## src/rtl/cali_ram_arbiter.sv

```systemverilog
`default_nettype none
// +----------------------------------------------------------------------------+
// | cali_ram_arbiter: shares one calibration RAM between the datapath reader   |
// | and a host shadow-bank port; bank swaps are deferred to frame gaps.        |
// | Revision: 1.0                                                              |
// +----------------------------------------------------------------------------+
module cali_ram_arbiter #(
   parameter int ADDR_W        = 9,
   parameter int DATA_W        = 16,
   parameter int FRAME_TIMEOUT = 4096
) (
   input  logic              clk,
   input  logic              rst,
   input  logic [ADDR_W-1:0] algo_address,
   input  logic              algo_clken,
   output logic [DATA_W-1:0] algo_cali_fac,
   input  logic              st_valid,
   input  logic              st_ready,
   input  logic              st_sop,
   input  logic              st_eop,
   input  logic [ADDR_W-1:0] avs_address,
   input  logic              avs_read,
   input  logic              avs_write,
   input  logic [DATA_W-1:0] avs_writedata,
   output logic [DATA_W-1:0] avs_readdata,
   output logic              avs_readdatavalid,
   output logic              avs_waitrequest,
   input  logic              swap_req,
   output logic              swap_pending,
   output logic              active_bank,
   output logic [ADDR_W:0]   ram_address,
   output logic              ram_wren,
   output logic              ram_clken,
   output logic [DATA_W-1:0] ram_wrdata,
   input  logic [DATA_W-1:0] ram_q
);

   localparam int TMR_W = ($clog2(FRAME_TIMEOUT) < 1) ? 1 : $clog2(FRAME_TIMEOUT);
   localparam logic [TMR_W-1:0] TMR_LAST = TMR_W'(FRAME_TIMEOUT - 1);

   typedef enum logic [0:0] {
      IDLE  = 1'b0,
      FRAME = 1'b1
   } state_t;

   state_t            state_q, state_d;
   logic [TMR_W-1:0]  tmr_q, tmr_d;
   logic              bank_q, bank_d;
   logic              pend_q, pend_d;
   logic              algo_rd_q, host_rd_q;
   logic              host_rd_d;
   logic [DATA_W-1:0] algo_hold_q, host_hold_q;

   logic beat, apply, algo_grant, host_grant;

   assign beat = st_valid & st_ready;

   always_comb begin
      state_d = state_q;
      tmr_d   = tmr_q;
      case (state_q)
         IDLE: begin
            tmr_d = '0;
            if (beat && st_sop && !st_eop) state_d = FRAME;
         end
         FRAME: begin
            if (beat) begin
               tmr_d = '0;
               if (st_eop) state_d = IDLE;
            end else if (tmr_q == TMR_LAST) begin
               tmr_d   = '0;
               state_d = IDLE;
            end else begin
               tmr_d = tmr_q + 1'b1;
            end
         end
         default: begin
            state_d = IDLE;
            tmr_d   = '0;
         end
      endcase
   end

   // A swap waits for a frame gap that is not starting a new frame and has no datapath read.
   assign apply     = pend_q & (state_q == IDLE) & ~(beat & st_sop) & ~algo_clken;
   assign pend_d    = (pend_q & ~apply) | swap_req;
   assign bank_d    = bank_q ^ apply;
   assign host_rd_d = ~algo_clken & avs_read & ~avs_write;

   always_ff @(posedge clk or negedge rst) begin
      if (!rst) begin
         state_q     <= IDLE;
         tmr_q       <= '0;
         bank_q      <= 1'b0;
         pend_q      <= 1'b0;
         algo_rd_q   <= 1'b0;
         host_rd_q   <= 1'b0;
         algo_hold_q <= '0;
         host_hold_q <= '0;
      end else begin
         state_q   <= state_d;
         tmr_q     <= tmr_d;
         bank_q    <= bank_d;
         pend_q    <= pend_d;
         algo_rd_q <= algo_clken;
         host_rd_q <= host_rd_d;
         if (algo_rd_q) algo_hold_q <= ram_q;
         if (host_rd_q) host_hold_q <= ram_q;
      end
   end

   // Grants are gated by reset so every RAM-side output is quiet while held in reset.
   assign algo_grant = rst & algo_clken;
   assign host_grant = rst & ~algo_clken & (avs_read | avs_write);

   assign ram_clken   = algo_grant | host_grant;
   assign ram_wren    = host_grant & avs_write;
   assign ram_wrdata  = ram_wren ? avs_writedata : '0;
   assign ram_address = algo_grant ? {bank_q, algo_address} :
                        host_grant ? {~bank_q, avs_address} : '0;

   assign avs_waitrequest   = ~rst | algo_clken;
   assign avs_readdatavalid = host_rd_q;
   assign avs_readdata      = host_rd_q ? ram_q : host_hold_q;
   assign algo_cali_fac     = algo_rd_q ? ram_q : algo_hold_q;
   assign swap_pending      = pend_q;
   assign active_bank       = bank_q;

endmodule
`default_nettype wire

```

## config.mk

```make
export PLATFORM = sky130hd
export DESIGN_NAME = cali_ram_arbiter
export DESIGN_NICKNAME = d
export VERILOG_FILES = /design/src/rtl/cali_ram_arbiter.sv
export SDC_FILE = /design/constraint.sdc
export NUM_CORES = 1
export LEC_CHECK = 0
export BUFFER_PORTS_ARGS = -buffer_cell sky130_fd_sc_hd__buf_2
export CAP_MARGIN = 10
export CORE_MARGIN = 5
export CORE_UTILIZATION = 44
export CTS_CLUSTER_DIAMETER = 50
export DETAILED_ROUTE_END_ITERATION = 8
export PLACE_DENSITY = 0.8
export SLEW_MARGIN = 20
export SYNTH_ARGS = -nofsm -noshare
export SYNTH_HDL_FRONTEND = slang
export SYNTH_SLANG_ARGS = --single-unit
```

## constraint.sdc

```tcl
create_clock -name clk -period 1.7 [get_ports clk]
set_input_delay 0.255 -clock clk [delete_from_list [all_inputs] [get_ports clk]]
set_output_delay 0.255 -clock clk [all_outputs]
set_load 0.01 [all_outputs]
```

# ---- Word-level counts from Yosys, hierarchy flattened
# Cells that the tools add are included.
# Widths: inputs -> output; s select.
dict set report op_classes {
  n_eq_ne 1
  reduce_logical 3
  n_addsub 1
  n_mux 13
  bitwise_logic 24
}
# operator count
set ops {}
lappend ops {{$mux 16} 3}
lappend ops {{$mux 12} 2}
lappend ops {{$pmux 12 s2} 1}
lappend ops {{$mux 10} 2}
lappend ops {{$add 12x1->12 const B} 1}
lappend ops {{$and 1x1->1} 12}
lappend ops {{$eq 12x12->1 const B} 1}
lappend ops {{$not 1->1} 7}
lappend ops {{$mux 1} 4}
lappend ops {{$or 1x1->1} 4}
lappend ops {{$logic_and 1x1->1} 2}
lappend ops {{$pmux 1 s2} 1}
lappend ops {{$logic_not 1->1} 1}
lappend ops {{$xor 1x1->1} 1}
dict set report totals {
  word_cells 50
  regBits 49
  in_bits 60
}

# ---- Depth between registers and ports, before layout
# Gate-level depths: netlist of run 1.
dict set report logic_depth {
  depth_word 8
  ltp_mapped 4
}

# ---- Worst setup path before layout of run 1
# No wires, ideal clock.
dict set report synth_path {
  kind {register to output}
  start {register host_rd_q, in the netlist avs_readdatavalid}
  end {output port avs_readdata[10]}
  path_slack_ns 0.176
  stages_incl_launch_ff 4
  t_required_ns 1.445
  path_buffers 2
  arrival_time_ns 1.269
  cell_sequence {dfrtp_1 -> clkbuf_1 -> buf_2 -> mux2_2}
}
dict set report synth_between {
  elab_chain_cells 1
}
# item line
set synth_rtl {}
lappend synth_rtl {{from (decl)} 50} ;# logic algo_rd_q, host_rd_q;
lappend synth_rtl {{from (signal assigned)} 106} ;# host_rd_q <= host_rd_d;
lappend synth_rtl {{$mux 16} --}
lappend synth_rtl {{to (decl)} 25} ;# output logic [DATA_W-1:0] avs_readdata,
# No other way between the ends.

# ---- Worst setup path in the final report of run 1
dict set report layout_path {
  start {register host_rd_q, in the netlist avs_readdatavalid}
  end {output port avs_readdata[11]}
}
# The elaborated chain is that of the path after synthesis.

==> results of run 1 <==
-- layout by cell type, fill, tap and decap left out, types with 2 or more instances in the layout --
cell type	n
mux2_2	33
nand2_1	4
nand4_1	2
nand3_1	2
a21oi_1	7
buf_2	123
xnor2_1	2
o31ai_1	5
nor2_1	9
xor2_1	2
buf_4	4
o21ai_0	3
dfrtp_1	49
a22o_1	9
or3_2	2
clkbuf_8	6
and2_1	17
buf_6	2
or4_1	4
inv_1	6
-- state kept, by name, indices dropped and copies added, names as in the netlist --
| signal | count |
|---|---|
| avs_readdatavalid | 1 |
| swap_pending | 1 |
| tmr_q | 12 |
| algo_hold_q | 16 |
| state_q | 1 |
| active_bank | 1 |
| algo_rd_q | 1 |
| host_hold_q | 16 |
-- worst reg2reg max path, delay by kind of cell, from the launching register on --
| kind | cells | cell delay (ns) |
|---|---|---|
| compound gates | 2 | 0.50 |
| flops | 1 | 0.40 |
| fa+ha+maj | 1 | 0.25 |
| buf+inv | 1 | 0.20 |
| simple gates | 1 | 0.15 |
-- cells in the mapped netlist (2+ instances only) --
master	instances	area, um^2
nand3_2	2	20.0
nand3_1	2	10.0
and2_1	17	106
xor2_1	2	17.5
inv_1	6	22.5
buf_2	2	10.0
nand2_1	4	15.0
or3_2	2	15.0
nor2_1	10	37.5
o31ai_1	5	37.5
a22o_1	9	78.8
dfrtp_1	49	1230
mux2_2	33	372
nand4_1	2	12.5
clkbuf_1	5	18.8
or4_1	4	30.0
xnor2_1	2	17.5
o21ai_0	3	15.0
a21oi_1	7	35.0
-- where the power goes --
group / leakage, nW / total, W / internal (W) / switching, W
registers: 0.603 / 0.00135 / 0.00130 / 0.0000498
clock network: 0.0574 / 0.000853 / 0.000478 / 0.000375
logic: 0.861 / 0.000614 / 0.000305 / 0.000309
total: 1.52 / 0.00281 / 0.00208 / 0.000734
-- logic make-up after synthesis --
group	count (synthesis)
xor+xnor	4
mux	33
compound gates	28
fa+ha+maj	1
buf+inv	14
simple gates	47
flops	49
-- per-stage QoR --
stage	area (um^2)	setup slack (ns)
after global routing	3040	0.00765
after global placement	2900	0.0445
final	3040	0.0735
after detailed placement	2900	0.0152
after CTS	3030	0.00780
after floorplan	2200	0.176
-- timing repair --
item,CTS,global route
pin swaps,0,1
resized for setup,1,3
endpoints found under the hold margin,0,0
endpoints found under the setup margin,3,34
-- how the worst max path moves through the flow --
stage / to / startpoint / slack, ns
finish: avs_readdata[11] / avs_readdatavalid / 0.07
global route: tmr_q[5] / tmr_q[0] / 0.008
CTS: ram_address[9] / algo_clken / 0.008
detailed placement: ram_address[9] / algo_clken / 0.02
global placement: ram_address[9] / algo_clken / 0.04
floorplan: avs_readdata[10] / avs_readdatavalid / 0.18
-- per-layer routing --
layer	vias up	GRT usage, %	part of all wire, %
li1	875	-	-
met1	863	20.6	40
met2	96	30.4	49
met3	8	5.27	8.9
met4	0	5.57	1.4
met5	-	0	0
-- area by class of cell --
type	instances	area, um^2	share of cell area (%)
sequential	49	1230	40.3
multi-input combinational	113	921	30.3
tap	67	83.8	2.76
clock buffer	6	82.6	2.71
timing repair buffer	129	668	22.0
inverter	6	22.5	0.740
clock inverter	2	37.5	1.23
==> impl_metrics.yaml, run 1 <==
outcome:
  outcome: "finished, final reports clean"
sta:
  fin_crit_ns: 1.63
  slew_headroom_pct: 60.4
  setup_violations: 0
  slew_violations: 0
  skew_ns: 0.00337
  hold_ws_ns: 0.111
  fin_setup_tns_ns: 0
  hold_viol: 0
  worstMarginPinSlew_ns: 0.594
  fmax_mhz: 615
  rsz0062_at_grt: "no"
  post-route-period-util_pct: 95.7
yosys:
  yosys.area_share.simple_pct: 12.4
  syn_inst: 176
  synthXorXnorAreaFrac_pct: 1.59
  async_flop_share_pct: 100
  synth_ff_type: "dfrtp_1"
  synth_compound_area_share_pct: 9.95
  ys_ff_latch: 49
  synthAdderAreaFrac_pct: 0.569
  synth.avg_cell_area_um2: 12.5
  yosysWarnings: 0
  synth.distinct_cells: 29
  seq_area_frac_synth_pct: 55.7
  synthMuxAreaShare_pct: 16.9
  synth_top_family_by_area: "multiplexers"
  synth_edf_count: 0
  syn_nets: 237
  syn-cell-area_um2: 2200
final_layout:
  layout-drive-gt1-share_pct: 58.0
  fin_nets: 365
  fillers: 409
  area_growth_pct: 38.3
  fin_cells: 372
  antenna_cells: 0
  fin_util_pct: 63.6
grt:
  grt_max_degree: 50
  grt_usage_pct: 17.4
  grt_overflow: 0
  grt_pass1_wl_mm: 8.76
  grt_pass1_vias: 1977
  antenna_found_initial: 0
worst_setup_path:
  required_ns: 1.44
  cp-end-kind: "primary output"
  cp-start-kind: "flop"
  crit_chain: "buf_6, mux2_2, buf_2"
  crit_type: "flop to primary output"
  reg2reg_slack_ns: 0.09
  crit_path_top_delay_cell: "mux2_2"
  cpLargestDelayFamily: "multiplexers"
  r2r-start: "tmr_q[0]"
  critPathMaxStageDelay_ns: 0.38
  cp.arrival_ns: 1.37
  cp.buffers_inverters: 2
  r2r_cells: 5
  cp.depth: 3
  reg2reg_to: "tmr_q[5]"
  critPathMaxFanout: 17
place:
  gp_congestion: 0.738
  port-buffer-count: 123
  hpwl_mm: 4.24
  dp_cells: 364
clock_network:
  clk_path_buf_depth: 2
  h-tree-depth: 2
  cts_tree: "yes"
  hold_buffers: 0
  numCtsBuffers: 5
  clock_latency_ns: 0.30
  cts_setup_buffers: 0
  cts_sinks: 49
  cts_root_buf: "clkbuf_8"
  path_clk_slew_ns: 0.08
power_and_ir_drop:
  p_per_area_nw_per_um2: 925
  max-vdd-ir-drop_mv: 0.452
  p_total_w: 0.00281
  p_leak_nw: 1.52
routing:
  vias: 1842
  drt_iter0_markers: 53
  dr.pass1.iters: 4
  drc: 0
  drtAntennaViolNets: 0
  routed_wl_mm: 5.43
  avgViaCountPerCell: 4.95
  drt-wirelength-per-cell_um: 14.6
die:
  die_w_um: 80.7
  die-area_um2: 6510
  rows: 25
  fp.dieH_um: 80.7
  core-area_um2: 4790
  initial_core_util_pct: 46.0
  io_pins: 124
flow_run:
  maxCapViolCount: 0
hold_path:
  worstHoldPathType: "input port to asynchronous set/reset pin"
(Power assumes the default switching activity.)
==> run 2: changes to the inputs <==
--- a/config.mk
+++ b/config.mk
@@ -7,6 +7,7 @@
 export LEC_CHECK = 0
 export BUFFER_PORTS_ARGS = -buffer_cell sky130_fd_sc_hd__buf_2
 export CAP_MARGIN = 10
+export CORE_ASPECT_RATIO = 0.7
 export CORE_MARGIN = 5
 export CORE_UTILIZATION = 44
 export CTS_CLUSTER_DIAMETER = 50
==> run 2 against run 1 <==
Wire length rose by 1.6%; fmax rose by 1.3%; core utilization rose by 0.14 points; total power fell by 5.5%; critical path type unchanged; critical path depth did not move; combinational power rose by 1%; sequential share of layout area fell by 0.20 points; register-to-register slack barely moved; sequential power barely moved; largest cell class unchanged; cell count rose by 1.6%; die area rose by 0.34%; worst setup slack improved by 0.021 ns.
==> impl_metrics.yaml, run 2 (same netlist as run 1, synthesis figures left out) <==
final_layout:
  final_common_cell: "buf_2"
  layout-drive-gt1-share_pct: 58.9
  area_growth_pct: 39.2
  antenna_cells: 0
  fin_util_pct: 63.7
  largestRegisters: "algo_hold_q (16), host_hold_q (16), tmr_q (12)"
  fin_nets: 369
  final_cell_mix: "123 x buf_2, 47 x dfrtp_1, 33 x mux2_2"
sta:
  rsz0062_at_grt: "no"
  fin_crit_ns: 1.61
  post-route-period-util_pct: 94.4
  slew_violations: 0
  skew_ns: 0.0138
  slew_headroom_pct: 66.0
  fmax_mhz: 623
  worstMarginPinSlew_ns: 0.510
  hold_ws_ns: 0.0580
  hold_viol: 0
  setup_violations: 0
clock_network:
  cts_tree: "yes"
  numCtsBuffers: 5
  h-tree-depth: 2
  clk_path_buf_depth: 2
  cts_root_buf: "clkbuf_8"
  clock_latency_ns: 0.30
  path_clk_slew_ns: 0.10
  cts_sinks: 49
place:
  hpwl_mm: 4.26
  port-buffer-count: 123
  gp_congestion: 0.787
power_and_ir_drop:
  max-vdd-ir-drop_mv: 0.482
  p_per_area_nw_per_um2: 868
  p_total_w: 0.00266
  p_leak_nw: 1.53
die:
  rows: 21
  initial_core_util_pct: 45.7
  die-area_um2: 6540
  die_w_um: 94.5
  io_pins: 124
  fp.dieH_um: 69.2
  core-area_um2: 4810
grt:
  grt_overflow: 0
  antenna_found_initial: 0
  grt_pass1_wl_mm: 8.81
  grt_pass1_vias: 1774
  grt_max_degree: 43
  grt_usage_pct: 16.8
worst_setup_path:
  required_ns: 1.44
  cp-start-kind: "flop"
  critPathMaxFanout: 14
  crit_type: "flop to primary output"
  cp.arrival_ns: 1.35
  cp-end-kind: "primary output"
flow_run:
  maxCapViolCount: 0
routing:
  routed_wl_mm: 5.52
  drtAntennaViolNets: 0
  dr.pass1.iters: 4
  avgViaCountPerCell: 4.74
  vias: 1792
  drt-wirelength-per-cell_um: 14.6
  drt_iter0_markers: 87
  drc: 0
hold_path:
  worstHoldPathType: "input port to asynchronous set/reset pin"
outcome:
  outcome: "finished, final reports clean"
## run 2: path summary, 6_finish.rpt
check                      cells after the start               end        from  slack (ns)
setup / recovery                               3  algo_cali_fac[9]   algo_rd_q        0.09
hold / removal                                 2    algo_hold_q[3]         rst        0.06
setup reg to reg                               5          tmr_q[9]    tmr_q[0]        0.09
hold reg to reg                                1          tmr_q[0]    tmr_q[0]        0.49
max in group asynchronous                      3         algo_rd_q         rst        0.91
min in group clk                               1         algo_rd_q  algo_clken        0.12
## run 2: per-stage QoR
step           std cells  setup slack (ns)  TNS, ns  instance area [um^2]
6_report             378            0.0944        0                  3060
5_1_grt              378            0.0131        0                  3060
4_1_cts              374            0.0317        0                  3030
3_5_place_dp         365           -0.0508   -0.197                  2920
3_3_place_gp         365            0.0481        0                  2920
2_1_floorplan        176             0.176        0                  2200
## run 2: metal layers
layer  up-vias  global-route usage [%]  part of all wire, %
met5         -                       0                    0
met4         0                    4.48                 0.74
met3         4                    4.67                  6.3
met2        48                    27.3                   50
met1       855                    22.0                   43
li1        885                       -                    -
## run 2: critical path, cell delays in order (launching register included)
cell,delay (ns)
dfrtp_2,0.40
buf_12,0.15
mux2_2,0.36
buf_2,0.14
## run 2: report_power, final
part           internal, W  switching (W)
clock network     0.000297       0.000395
registers          0.00130      0.0000473
logic             0.000315       0.000308
## run 2: timing repair
item / in CTS / in global routing
endpoints found under the hold margin: 7 / 0
setup endpoints to repair: 38 / 16
gates resized for setup: 3 / 0
hold buffers: 1 / 0
setup buffers: 0 / 4
pin swaps: 0 / 1
## run 2: cell type report
type	instances	area, um^2
clock buffers	5	68.8
clock inverters	3	25.0
fillers	404	1750
inverters	6	22.5
multi-input cells	113	913
flip-flops and latches	49	1230
well taps	69	86.3
repair buffers	133	718
